$ cat src/rtl/sync_fifo_param.sv
// sync_fifo_param: parameterised single-clock FIFO with occupancy count,
// programmable almost-full/almost-empty thresholds, and simultaneous
// read/write when full.
//
// Optional build macro: FIFO_FWFT_EN selects first-word fall-through.
//   Defined:   data_out shows mem[rd_ptr] combinationally (0 when empty);
//              rd_en acts as a pop acknowledge.
//   Undefined: registered read, 1-cycle latency, data_out holds between reads.
//
// Ports:
//   clk, rst          rising-edge clock, asynchronous active-high reset
//   wr_en, data_in    write request and data
//   rd_en, data_out   read request (pop in FWFT) and data
//   wr_ack            previous-cycle write accepted (1-cycle pulse)
//   overflow          previous-cycle write rejected (1-cycle pulse)
//   underflow         previous-cycle read rejected (1-cycle pulse)
//   full, empty       count == DEPTH / count == 0
//   almostfull        count >= AF_THRESH
//   almostempty       0 < count <= AE_THRESH
//   count             current occupancy, 0..DEPTH
module sync_fifo_param #(
  parameter int unsigned DATA_WIDTH = 16,
  parameter int unsigned DEPTH      = 8,
  parameter int unsigned AF_THRESH  = DEPTH - 1,
  parameter int unsigned AE_THRESH  = 1
) (
  input  logic                         clk,
  input  logic                         rst,
  input  logic                         wr_en,
  input  logic                         rd_en,
  input  logic [DATA_WIDTH-1:0]        data_in,
  output logic [DATA_WIDTH-1:0]        data_out,
  output logic                         wr_ack,
  output logic                         overflow,
  output logic                         underflow,
  output logic                         full,
  output logic                         empty,
  output logic                         almostfull,
  output logic                         almostempty,
  output logic [$clog2(DEPTH+1)-1:0]   count
);

  localparam int unsigned CW = $clog2(DEPTH + 1);
  localparam int unsigned PW = $clog2(DEPTH);

  logic [DATA_WIDTH-1:0] mem [DEPTH];
  logic [PW-1:0]         wr_ptr;
  logic [PW-1:0]         rd_ptr;
  logic                  rst_q;
  logic                  wr_req;
  logic                  rd_req;
  logic                  wr_acc;
  logic                  rd_acc;

  // Wrap by explicit compare so non-power-of-two depths work.
  function automatic logic [PW-1:0] ptr_inc(input logic [PW-1:0] p);
    return (p == PW'(DEPTH - 1)) ? '0 : p + PW'(1);
  endfunction

  // Status flags and accept decisions, all derived from count.
  always_comb begin
    full        = (count == CW'(DEPTH));
    empty       = (count == '0);
    almostfull  = (count >= CW'(AF_THRESH));
    almostempty = !empty && (count <= CW'(AE_THRESH));
    // rst_q masks requests on the first edge after reset release.
    wr_req      = wr_en && !rst_q;
    rd_req      = rd_en && !rst_q;
    wr_acc      = wr_req && (!full || rd_req);
    rd_acc      = rd_req && !empty;
  end

  // Release flag: set by reset, cleared by the first clock edge after it.
  always_ff @(posedge clk or posedge rst) begin
    if (rst) rst_q <= 1'b1;
    else     rst_q <= 1'b0;
  end

  // Storage is not reset.
  always_ff @(posedge clk) begin
    if (wr_acc) mem[wr_ptr] <= data_in;
  end

  // Pointers, occupancy and event pulses.
  always_ff @(posedge clk or posedge rst) begin
    if (rst) begin
      wr_ptr    <= '0;
      rd_ptr    <= '0;
      count     <= '0;
      wr_ack    <= 1'b0;
      overflow  <= 1'b0;
      underflow <= 1'b0;
    end else begin
      if (wr_acc) wr_ptr <= ptr_inc(wr_ptr);
      if (rd_acc) rd_ptr <= ptr_inc(rd_ptr);
      unique case ({wr_acc, rd_acc})
        2'b10:   count <= count + CW'(1);
        2'b01:   count <= count - CW'(1);
        default: count <= count;
      endcase
      wr_ack    <= wr_acc;
      overflow  <= wr_req && !wr_acc;
      underflow <= rd_req && empty;
    end
  end

`ifdef FIFO_FWFT_EN
  // Head of queue visible as soon as it is written.
  always_comb begin
    data_out = empty ? '0 : mem[rd_ptr];
  end
`else
  // Registered read; holds when no read is accepted.
  always_ff @(posedge clk or posedge rst) begin
    if (rst)         data_out <= '0;
    else if (rd_acc) data_out <= mem[rd_ptr];
  end
`endif

endmodule

$ cat config.mk
export PLATFORM = sky130hd
export DESIGN_NAME = sync_fifo_param
export DESIGN_NICKNAME = d
export VERILOG_FILES = /design/src/rtl/sync_fifo_param.sv
export SDC_FILE = /design/constraint.sdc
export NUM_CORES = 1
export LEC_CHECK = 0
export ABC_AREA = 0
export BUFFER_PORTS_ARGS = -buffer_cell sky130_fd_sc_hd__buf_2
export CORE_ASPECT_RATIO = 0.5
export CORE_UTILIZATION = 42
export DETAILED_ROUTE_END_ITERATION = 10
export HOLD_SLACK_MARGIN = 0.03
export PLACE_DENSITY = 0.68
export SYNTH_ARGS = -nofsm -noshare
export SYNTH_HDL_FRONTEND = slang
export SYNTH_SLANG_ARGS = --single-unit
$ cat constraint.sdc
create_clock -name clk -period 7.8 [get_ports clk]
set_input_delay 1.56 -clock clk [delete_from_list [all_inputs] [get_ports clk]]
set_output_delay 1.56 -clock clk [all_outputs]
set_load 0.005 [all_outputs]
# --- After elaboration in Yosys (flattened, before gate mapping) ---
# Memory sizes are Yosys's and may differ from the RTL's. A register that Yosys moved wholly into a read port is not among the register bits.
# Index checks and enable logic that the tools add are counted.
totals:
  word_cells: 38
  input_bits: 20
  ff_bits: 14
  mem_count: 1
  ram_bits: 128
  out_inout_bits: 27
op_classes:
  n_eq_ne: 5
  reduce_logical: 14
  n_mux: 5
  addsub: 4
  n_lt_le_gt_ge: 2
memory_table:
  columns: ["memory", "depth", "width", "rd", "rd_ports_with_merged_regs", "write_ports", "line_no", "text"]
  rows:
  - ["mem", 8, 16, 1, 1, 1, "46", "logic [DATA_WIDTH-1:0] mem [DEPTH];"]
op_table:
  columns: ["cell", "count"]
  rows:
  - ["$pmux W4 S2", 1]
  - ["$logic_and A1 B1 Y1", 7]
  - ["$add A3 B1 Y3 const B", 2]
  - ["$eq A3 B3 Y1 const B", 2]
  - ["$mux W3", 2]
  - ["$add A4 B1 Y4 const B", 1]
  - ["$eq A4 B4 Y1 const B", 1]
  - ["$ge A4 B3 Y1 const B", 1]
  - ["$le A4 B1 Y1 const B", 1]
  - ["$logic_not A1 Y1", 4]
  - ["$logic_not A4 Y1", 1]
  - ["$sub A4 B1 Y4 const B", 1]
  - ["$eq A2 B1 Y1 const B", 1]
  - ["$eq A2 B2 Y1 const B", 1]
  - ["$mux W1", 2]
  - ["$reduce_bool A2 Y1", 1]
  - ["$logic_or A1 B1 Y1", 1]

# --- Longest topological paths before layout ---
# Gate-level depths: netlist of run 1.
logic_depth:
  depth_word: 6
  mapped_depth: 10
  depth_no_buf: 9

# --- Worst setup path before layout of run 1 ---
# No wires, ideal clock.
synth_timing:
  path_kind: "in2reg"
  from: "input port wr_en"
  to: "memory mem[0][0] (enable)"
  path_buffers: 0
  slack_ns: 3.882
  path_stages: 3
  setup_ns: 0.430
  required_time_ns: 7.370
  arrival_ns: 3.488
  path_cell_list: "nor2b_1 -> o21ai_2 -> nor4_1"
synth_between:
  elab_chain_cells: 4
synth_lines:
  columns: ["element", "line_no", "text"]
  rows:
  - ["start: declaration", "29", "input logic wr_en,"]
  - ["$logic_and A1 B1 Y1", "67", "wr_req = wr_en && !rst_q;"]
  - ["$logic_and A1 B1 Y1", "69", "wr_acc = wr_req && (!full || rd_req);"]
  - ["$mux W1", "81", "if (wr_acc) mem[wr_ptr] <= data_in;"]
  - ["$mux W1 (not written as such)", "81", null]
  - ["end: declaration", "46", null]
# Every way passes these cells.

# --- Worst setup path in the final report of run 1 ---
layout_timing:
  from: "register count[0]"
  to: "output port empty"
layout_between:
  elab_chain_cells: 1
layout_lines:
  columns: ["element", "line_no", "text"]
  rows:
  - ["start: declaration", "40", "output logic [$clog2(DEPTH+1)-1:0] count"]
  - ["start signal: assignment", "97", "2'b10: count <= count + CW'(1);"]
  - ["start signal: assignment", "98", "2'b01: count <= count - CW'(1);"]
  - ["start signal: assignment", "99", "default: count <= count;"]
  - ["$logic_not A4 Y1", "63", "empty = (count == '0);"]
  - ["end: declaration", "37", "output logic empty,"]
# Every way passes these cells.

==> impl_metrics.json, run 1 <==
{
  "run_status": "completed",
  "drt-total-wl_um": 12500,
  "num_vias": 3385,
  "syn_nets": 397,
  "p_per_area_mw_per_mm2": 363,
  "power.leakage_nw": 2.74,
  "dp_hpwl_um": 7010,
  "top_layer": "met4",
  "intPower_mw": 1.89,
  "nNetsFinal": 454,
  "worst_slack_ps": 4020,
  "synth.distinct_cells": 37,
  "gr-total-overflow": 0,
  "grt_max_degree": 68,
  "yosys_warnings": 0,
  "ys_ff_latch": 158,
  "drt-met1-wl_um": 5580,
  "rsz0062_at_grt": "no",
  "synth_area_per_cell_um2": 17.2,
  "grt_pass1_wl_um": 19300,
  "p_seq_share_pct": 41.9,
  "final-hold-violation-count": 0,
  "clk_latency_ps": 420,
  "max-cap-violations": 0,
  "worst_pin_slew_ps": 1040,
  "peakVddDrop_mv": 0.210,
  "finalSetupViolations": 0,
  "max_freq_mhz": 264,
  "clock_path_buffers": 2,
  "wl_per_cell_um": 19.7,
  "final_cells": 636,
  "synthToLayoutAreaGrowth_pct": 17.1,
  "portBuffers": 46,
  "pre_cts_ws_ps": 3640,
  "coreArea_mm2": 0.0146,
  "syn-instance-count": 368,
  "worstSetupPathType": "reg2out",
  "antenna_cells": 0,
  "netlist_area_mm2": 0.00632,
  "p_sw_share_pct": 29.7,
  "cts_root_buf": "clkbuf_16",
  "row_count": 31,
  "synth_area_leader_cell": "edfxtp_1",
  "dieWidth_um": 175,
  "max-slew-margin-rel_pct": 30.4,
  "layout_min_cycle_time_ps": 3780,
  "grt_antenna_before_repair": 0,
  "setup_tns_ps": 0,
  "synth-edff-count": 128,
  "yosysMostFrequentCell": "edfxtp_1",
  "maxSlewViolCount": 0,
  "dpl.cell_count": 604,
  "critPathLaunchType": "register",
  "drt_iter0_drc": 332,
  "cts_setup_buffers": 0,
  "drt_first_pass_iters": 4,
  "min_period_over_period_pct": 48.5,
  "async_flop_share_pct": 19.0,
  "crit_path_end_kind": "output pin",
  "holdCritPathClass": "reg2reg",
  "critical_path_required_ps": 6240,
  "clk_pin_slew_ps": 60,
  "vias_per_cell": 5.32,
  "wl_met2_um": 6030,
  "synthTopCellsByCount": "edfxtp_1, mux2_2, mux2i_1",
  "top_level_ports": 47,
  "p_switching_mw": 0.798,
  "finalClockSkew_ps": 10.6,
  "ys_seq_area_share_pct": 72.7,
  "numClockSinks": 158,
  "synth_top_area_share_pct": 60.8,
  "fillers": 1205,
  "arrival_ps": 2220,
  "ys_top_cells_by_area": "edfxtp_1, dfrtp_1, mux2_2",
  "tritoncts": "built",
  "post-route-drc-count": 0,
  "grt_usage_pct": 17.3,
  "drive_gt1_share_pct": 31.3,
  "start_util_pct": 43.3,
  "wl_met3_um": 864,
  "rrSetupSlack_ps": 4460,
  "grt_pass1_vias": 3474,
  "cts_hold_buf": 0,
  "synth_ff_type": "edfxtp_1",
  "cts-resized-gates": 0,
  "pwr-share-comb_pct": 26.4,
  "fp.dieArea_mm2": 0.0156,
  "die_height_um": 88.7,
  "cp_max_fo": 19,
  "cts_buffers": 17,
  "clock_power_share_pct": 31.7,
  "gp_congestion": 0.761,
  "drtAntennaViolNets": 0,
  "cts_max_level": 4
}
path summary, 6_finish.rpt:
| check | from | endpoint | depth (start not counted) |
|---|---|---|---|
| hold / removal | data_out[13]$_DFFE_PP0P_ | data_out[13]$_DFFE_PP0P_ | 2 |
| max in group asynchronous | rst | rst_q$_DFF_PP1_ | 3 |
| setup / recovery | count[0]$_DFFE_PP0P_ | empty | 4 |
| setup reg to reg | count[0]$_DFFE_PP0P_ | count[3]$_DFFE_PP0P_ | 9 |
| hold reg to reg | data_out[13]$_DFFE_PP0P_ | data_out[13]$_DFFE_PP0P_ | 2 |
| min in group asynchronous | rst | count[3]$_DFFE_PP0P_ | 3 |
metrics by stage:
| stage | hold slack (ps) | cell area (um2) | total power, mW | utilization (%) |
|---|---|---|---|---|
| global route | 551 | 7400 | 2.82 | 50.8 |
| detailed placement | 508 | 6790 | 1.86 | 46.5 |
| global placement | 507 | 6790 | 1.84 | 46.5 |
| CTS | 523 | 7400 | 2.71 | 50.8 |
| finish | 519 | 7400 | 2.68 | 50.8 |
| floorplan | 503 | 6320 | 1.64 | - |
routing by layer:
layer  vias up  global-route usage [%]
li1       1551                       -
met2       109                    28.5
met4         0                    5.22
met3         6                    4.51
met1      1719                    22.9
met5         -                       0
placed cells by master (no fill, tap or decap), types with 2 or more instances in the layout:
master      instances
clkinv_4            3
inv_6               2
buf_4              10
nand2b_1            4
mux2i_1            33
nor3_2              4
xnor2_1             2
a22o_1             16
clkbuf_8            2
mux2_4              3
inv_1               6
bufinv_16           3
o31ai_1            16
nand2_1             3
o21ai_0            17
clkbuf_16          17
edfxtp_1          128
nor2_1              8
dfrtp_1            28
xor2_1              2
o22ai_1            16
clkinvlp_4          3
buf_2              46
mux2_2             35
ha_1                9
nor2b_1             2
power groups by stage:
stage | combinational, mW | sequential (mW) | clock [mW]
2_1_floorplan | 0.520 | 1.12 | 0
3_3_place_gp | 0.699 | 1.14 | 0
3_5_place_dp | 0.714 | 1.14 | 0
4_1_cts | 0.718 | 1.13 | 0.860
5_1_grt | 0.780 | 1.14 | 0.898
6_report | 0.708 | 1.12 | 0.851
worst max-delay path, cell delays in order, from the launching register on:
cell and delay (ps):
dfrtp_1 460, inv_1 110, ha_1 170, nor3b_4 810
buf_2 250
final cells by class:
cell class | count | area, um2 | share of cell area [%]
sequential | 158 | 4600 | 62.1
tap | 198 | 248 | 3.35
clock inverter | 12 | 161 | 2.18
clock buffer | 20 | 457 | 6.17
timing repair buffer | 56 | 305 | 4.12
inverter | 7 | 28.8 | 0.389
multi-input combinational | 185 | 1610 | 21.7
cell families after synthesis:
family	synth area share, %
AOI/OAI and AO/OA	7.50
xor gates and xnor gates	0.554
adders and majority gates	1.78
buffers and inverters	2.36
DFF	72.7
muxes	12.2
other	0.0593
and+or+nand+nor	2.85
sequential cells by signal (all words and copies together) (netlist names):
signal and cells:
underflow 1, data_out 16, count 4, wr_ptr 3
wr_ack 1, rst_q 1, overflow 1, mem 128
rd_ptr 3
Note: power is estimated with default switching activity, not from simulation.
==> inputs of run 2 (changes only) <==
Settings changed: PLACE_DENSITY 0.68 to 0.7.
Clock period 7.8 ns to 3.05 ns, I/O delays scaled along.
==> run 2 against run 1 <==
Global-route usage is 0.23 points lower. Highest routed layer unchanged. Total power is 150% higher. Critical endpoint is now count[3]$_DFFE_PP0P_. Sequential power grew to 2.6 times the previous value. Core utilization decreased by 0.11 points. Die area stayed put. Combinational power rose to 2.6 times the previous value. Via count rose by 1.7%. Count of clock-buffer cells in the layout unchanged.
==> impl_metrics.json, run 2 (same netlist as run 1, synthesis figures left out) <==
{
  "run_status": "completed",
  "post-route-drc-count": 0,
  "grt_antenna_before_repair": 0,
  "largestRegisters": "mem: 128 flops, data_out: 16 flops, count: 4 flops",
  "critPathLaunchType": "register",
  "cts_hold_buf": 0,
  "dieWidth_um": 175,
  "nNetsFinal": 460,
  "wl_per_cell_um": 19.7,
  "synthToLayoutAreaGrowth_pct": 16.9,
  "min_period_over_period_pct": 85.9,
  "layout_min_cycle_time_ps": 2620,
  "drive_gt1_share_pct": 31.1,
  "num_vias": 3444,
  "clk_pin_slew_ps": 60,
  "tritoncts": "built",
  "hold_ws_ps": 341,
  "p_total_mw": 6.70,
  "grt_pass1_wl_um": 18800,
  "vias_per_cell": 5.36,
  "fp.dieArea_mm2": 0.0156,
  "worst_pin_slew_ps": 862,
  "die_height_um": 88.7,
  "dp_hpwl_um": 6930,
  "cts_setup_buffers": 0,
  "cts_buffers": 17,
  "clock_path_buffers": 2,
  "gr-total-overflow": 0,
  "holdCritPathClass": "in2async",
  "grt_usage_pct": 17.1,
  "power.leakage_nw": 2.74,
  "coreArea_mm2": 0.0146,
  "fin_area_mm2": 0.00739,
  "crit_chain": "inv_1 -> ha_1 -> nand3b_1 -> o21ai_2 -> ha_1 -> or4b_1 -> a21oi_1 -> xor2_1",
  "row_count": 31,
  "grt_max_degree": 68,
  "cp_max_fo": 9,
  "post_dp_cell_area_mm2": 0.00684,
  "crit_path_end_kind": "register",
  "setup_tns_ps": 0,
  "max-cap-violations": 0,
  "numClockSinks": 158,
  "gp_congestion": 0.713,
  "rsz0062_at_grt": "no",
  "finalSetupViolations": 0,
  "cts_max_level": 4,
  "drt_first_pass_iters": 7,
  "layout_common_cells": "edfxtp_1, buf_2, mux2_2",
  "grt_pass1_vias": 3274,
  "critPathSlowestCell": "o21ai_2",
  "max-slew-margin-rel_pct": 42.6,
  "start_util_pct": 43.3,
  "arrival_ps": 2970,
  "cts-resized-gates": 0,
  "antenna_cells": 0,
  "peakVddDrop_mv": 0.483,
  "largest-register": "mem",
  "maxSlewViolCount": 0,
  "finalClockSkew_ps": 8.32,
  "cts_root_buf": "clkbuf_16",
  "drt_iter0_drc": 261,
  "max_freq_mhz": 381,
  "path_common_cell": "ha_1",
  "portBuffers": 46,
  "drtAntennaViolNets": 0,
  "largest_reg_flops": 128,
  "worstSetupPathType": "reg2reg",
  "clk_latency_ps": 420,
  "fillers": 1202,
  "mostFrequentLayoutCell": "edfxtp_1",
  "top_level_ports": 47,
  "drt-total-wl_um": 12600,
  "p_per_area_mw_per_mm2": 907,
  "critical_path_required_ps": 3400,
  "utilization_pct": 50.7,
  "critPathMaxStageDelay_ps": 480,
  "final-hold-violation-count": 0
}
[run 2: cell count changes in the layout (fill, tap and decap cells not counted), sizes merged]
cell      change
buf           +6
bufinv        -2
inv           +2
clkinv        -1
clkinvlp      +1
[run 2: metrics by stage]
stage / setup slack [ps] / instances
6_report: 429 / 642
5_1_grt: 241 / 642
4_1_cts: 457 / 642
3_5_place_dp: 474 / 610
3_3_place_gp: 549 / 610
2_1_floorplan: 12.5 / 368
[run 2: power breakdown]
group          internal [mW]  switching, mW  leakage, nW  total [mW]
clock                   1.13          0.839        0.255        1.97
combinational          0.860           1.01        0.960        1.87
sequential              2.65          0.206         1.52        2.86
[run 2: per-layer routing]
| layer | GRT usage [%] | vias up | part of all wire [%] |
|---|---|---|---|
| li1 | - | 1571 | - |
| met1 | 21.6 | 1743 | 44 |
| met2 | 28.9 | 117 | 48 |
| met3 | 4.73 | 13 | 7.5 |
| met4 | 5.85 | 0 | 0.89 |
| met5 | 0 | - | 0 |
[run 2: area by class of cell]
cell class	instances	area, um2	share of cell area [%]
repair buffers	62	363	4.91
multi-input cells	185	1600	21.7
flip-flops and latches	158	4600	62.2
inverters	7	28.8	0.390
clock inverters	12	113	1.52
well taps	198	248	3.35
clock buffers	20	437	5.91
[run 2: worst max-delay path: cells and delay by family (launching register included)]
family / cells / cell delay [ps]
buffers and inverters: 1 / 120
XOR/XNOR: 1 / 160
flip-flops: 1 / 440
AND/OR/NAND/NOR: 2 / 630
AO/OA/AOI/OAI: 2 / 660
adder cells (fa/ha/maj): 2 / 530
[run 2: path summary, 6_finish.rpt]
path	start	slack, ps	depth (start not counted)	to
max in group asynchronous	rst	1990	3	underflow$_DFF_PP0_
max reg2reg	count[1]$_DFFE_PP0P_	430	8	count[3]$_DFFE_PP0P_
min	rst	340	2	wr_ptr[0]$_DFFE_PP0P_
min reg2reg	data_out[9]$_DFFE_PP0P_	510	2	data_out[9]$_DFFE_PP0P_
max	count[1]$_DFFE_PP0P_	430	8	count[3]$_DFFE_PP0P_
min in group clk	rd_en	430	2	overflow$_DFF_PP0_
==> inputs of run 3 (changes only) <==
Settings changed: RECOVER_POWER set to 100.
==> run 3 against run 2 <==
Sequential cell count unchanged. Global-route usage unchanged. Largest power group unchanged. Via count down 0.35%. Core utilization decreased by 0.75 points. Critical endpoint is now mem[4][4]$_DFFE_PP_. Sequential power barely moved. Die area unchanged. First-iteration DRC count shrank 14%. Largest cell class unchanged. Setup slack got worse by 43 ps.
==> impl_metrics.json, run 3 (same netlist as run 1, synthesis figures left out) <==
{
  "rrSetupSlack_ps": 390,
  "grt_usage_pct": 17.1,
  "wl_per_cell_um": 19.6,
  "rsz0062_at_grt": "no",
  "critical_path_required_ps": 3090,
  "coreArea_mm2": 0.0146,
  "grt_pass1_wl_um": 18800,
  "critPathLaunchType": "register",
  "portBuffers": 46,
  "arrival_ps": 2700,
  "dieWidth_um": 175,
  "final-hold-violation-count": 0,
  "holdCritPathClass": "in2async",
  "largestRegisters": "mem: 128 flops, data_out: 16 flops, count: 4 flops",
  "grt_max_degree": 68,
  "drt-total-wl_um": 12600,
  "fp.dieArea_mm2": 0.0156,
  "numClockSinks": 158,
  "cts_hold_buf": 0,
  "grt_pass1_vias": 3274,
  "cts_root_buf": "clkbuf_16",
  "die_height_um": 88.7,
  "gp_congestion": 0.713,
  "drive_gt1_share_pct": 21.2,
  "post-route-drc-count": 0,
  "grt_antenna_before_repair": 0,
  "worstSetupPathType": "reg2reg",
  "cts_buffers": 17,
  "cp_max_fo": 16,
  "peakVddDrop_mv": 0.476,
  "largest_reg_flops": 128,
  "num_vias": 3432,
  "clk_pin_slew_ps": 60,
  "clk_latency_ps": 420,
  "tritoncts": "built",
  "critPathSlowestCell": "clkbuf_1",
  "mostFrequentLayoutCell": "edfxtp_1",
  "start_util_pct": 43.3,
  "critPathMaxStageDelay_ps": 870,
  "max_freq_mhz": 375,
  "dp_hpwl_um": 6930,
  "largest-register": "mem",
  "cts-resized-gates": 0,
  "maxSlewViolCount": 0,
  "finalSetupViolations": 0,
  "crit_path_end_kind": "register",
  "synthToLayoutAreaGrowth_pct": 15.2,
  "drt_first_pass_iters": 4,
  "p_total_mw": 6.63,
  "power.leakage_nw": 2.59,
  "run_status": "completed",
  "worst_pin_slew_ps": 1210,
  "max-slew-margin-rel_pct": 19.3,
  "layout_min_cycle_time_ps": 2660,
  "max-cap-violations": 0,
  "setup_tns_ps": 0,
  "top_level_ports": 47,
  "finalClockSkew_ps": 7.65,
  "layout_common_cells": "edfxtp_1, clkbuf_1, mux2_2",
  "vias_per_cell": 5.35,
  "r2r_cells": 6,
  "clock_path_buffers": 2,
  "r2r-end": "mem[4][4]$_DFFE_PP_",
  "min_period_over_period_pct": 87.4,
  "nNetsFinal": 460,
  "crit_chain": "inv_1 -> ha_1 -> nand3b_1 -> o21ai_2 -> nor3_1 -> clkbuf_1",
  "row_count": 31,
  "p_per_area_mw_per_mm2": 911,
  "drt_iter0_drc": 225,
  "cts_max_level": 4,
  "antenna_cells": 0,
  "drtAntennaViolNets": 0,
  "cts_setup_buffers": 0,
  "timing.rr.start": "count[0]$_DFFE_PP0P_",
  "gr-total-overflow": 0
}
==> run 3: cell count changes in the layout (fill, tap and decap cells not counted), sizes merged <==
cell / change
buf: -43
inv: -1
clkbuf: +43
clkinvlp: +1
==> run 3: worst max-delay path by stage <==
| stage | cells past startpoint | slack (ps) | to | startpoint |
|---|---|---|---|---|
| 2_1_floorplan | 5 | 10 | mem[0][0]$_DFFE_PP_ | count[0]$_DFFE_PP0P_ |
| 3_3_place_gp | 8 | 550 | count[3]$_DFFE_PP0P_ | count[0]$_DFFE_PP0P_ |
| 3_5_place_dp | 8 | 470 | count[3]$_DFFE_PP0P_ | count[1]$_DFFE_PP0P_ |
| 4_1_cts | 8 | 460 | count[3]$_DFFE_PP0P_ | count[1]$_DFFE_PP0P_ |
| 5_1_grt | 6 | 200 | mem[4][6]$_DFFE_PP_ | count[0]$_DFFE_PP0P_ |
| 6_report | 6 | 390 | mem[4][4]$_DFFE_PP_ | count[0]$_DFFE_PP0P_ |
==> run 3: per-stage QoR <==
step                      utilization (%)  hold WS (ps)  cells  instance area (um2)  setup WS, ps
final                                49.9           338    642                 7280           385
after global placement               46.9           495    610                 6840           549
after global routing                 49.9           394    642                 7280           197
after CTS                            50.7           361    642                 7390           457
after detailed placement             46.9           502    610                 6840           474
after floorplan                         -           503    368                 6320          12.5
==> run 3: routing by layer <==
metal / vias up / track usage, % / wire [um]
met1: 1762 / 21.6 / 5760
li1: 1569 / - / -
met2: 89 / 28.9 / 6020
met3: 12 / 4.73 / 686
met4: 0 / 5.85 / 127
met5: - / 0 / 0
==> run 3: cell type report <==
cell class | instances | area (um2)
clock buffer | 20 | 437
clock inverter | 12 | 113
fill | 1237 | 7310
inverter | 7 | 27.5
multi-input combinational | 185 | 1570
sequential | 158 | 4600
tap | 198 | 248
timing repair buffer | 62 | 287
==> run 3: worst max-delay path, delay by kind of cell, from the launching register on <==
family          cells  cell delay (ps)
compound gates      1              180
buf+inv             2              970
flops               1              460
simple gates        2              420
fa+ha+maj           1              230
==> run 3: power breakdown <==
| group | internal [mW] | switching, mW | total [mW] |
|---|---|---|---|
| clock network | 1.13 | 0.841 | 1.97 |
| registers | 2.65 | 0.194 | 2.85 |
| logic | 0.803 | 1.01 | 1.81 |
| total | 4.59 | 2.04 | 6.63 |
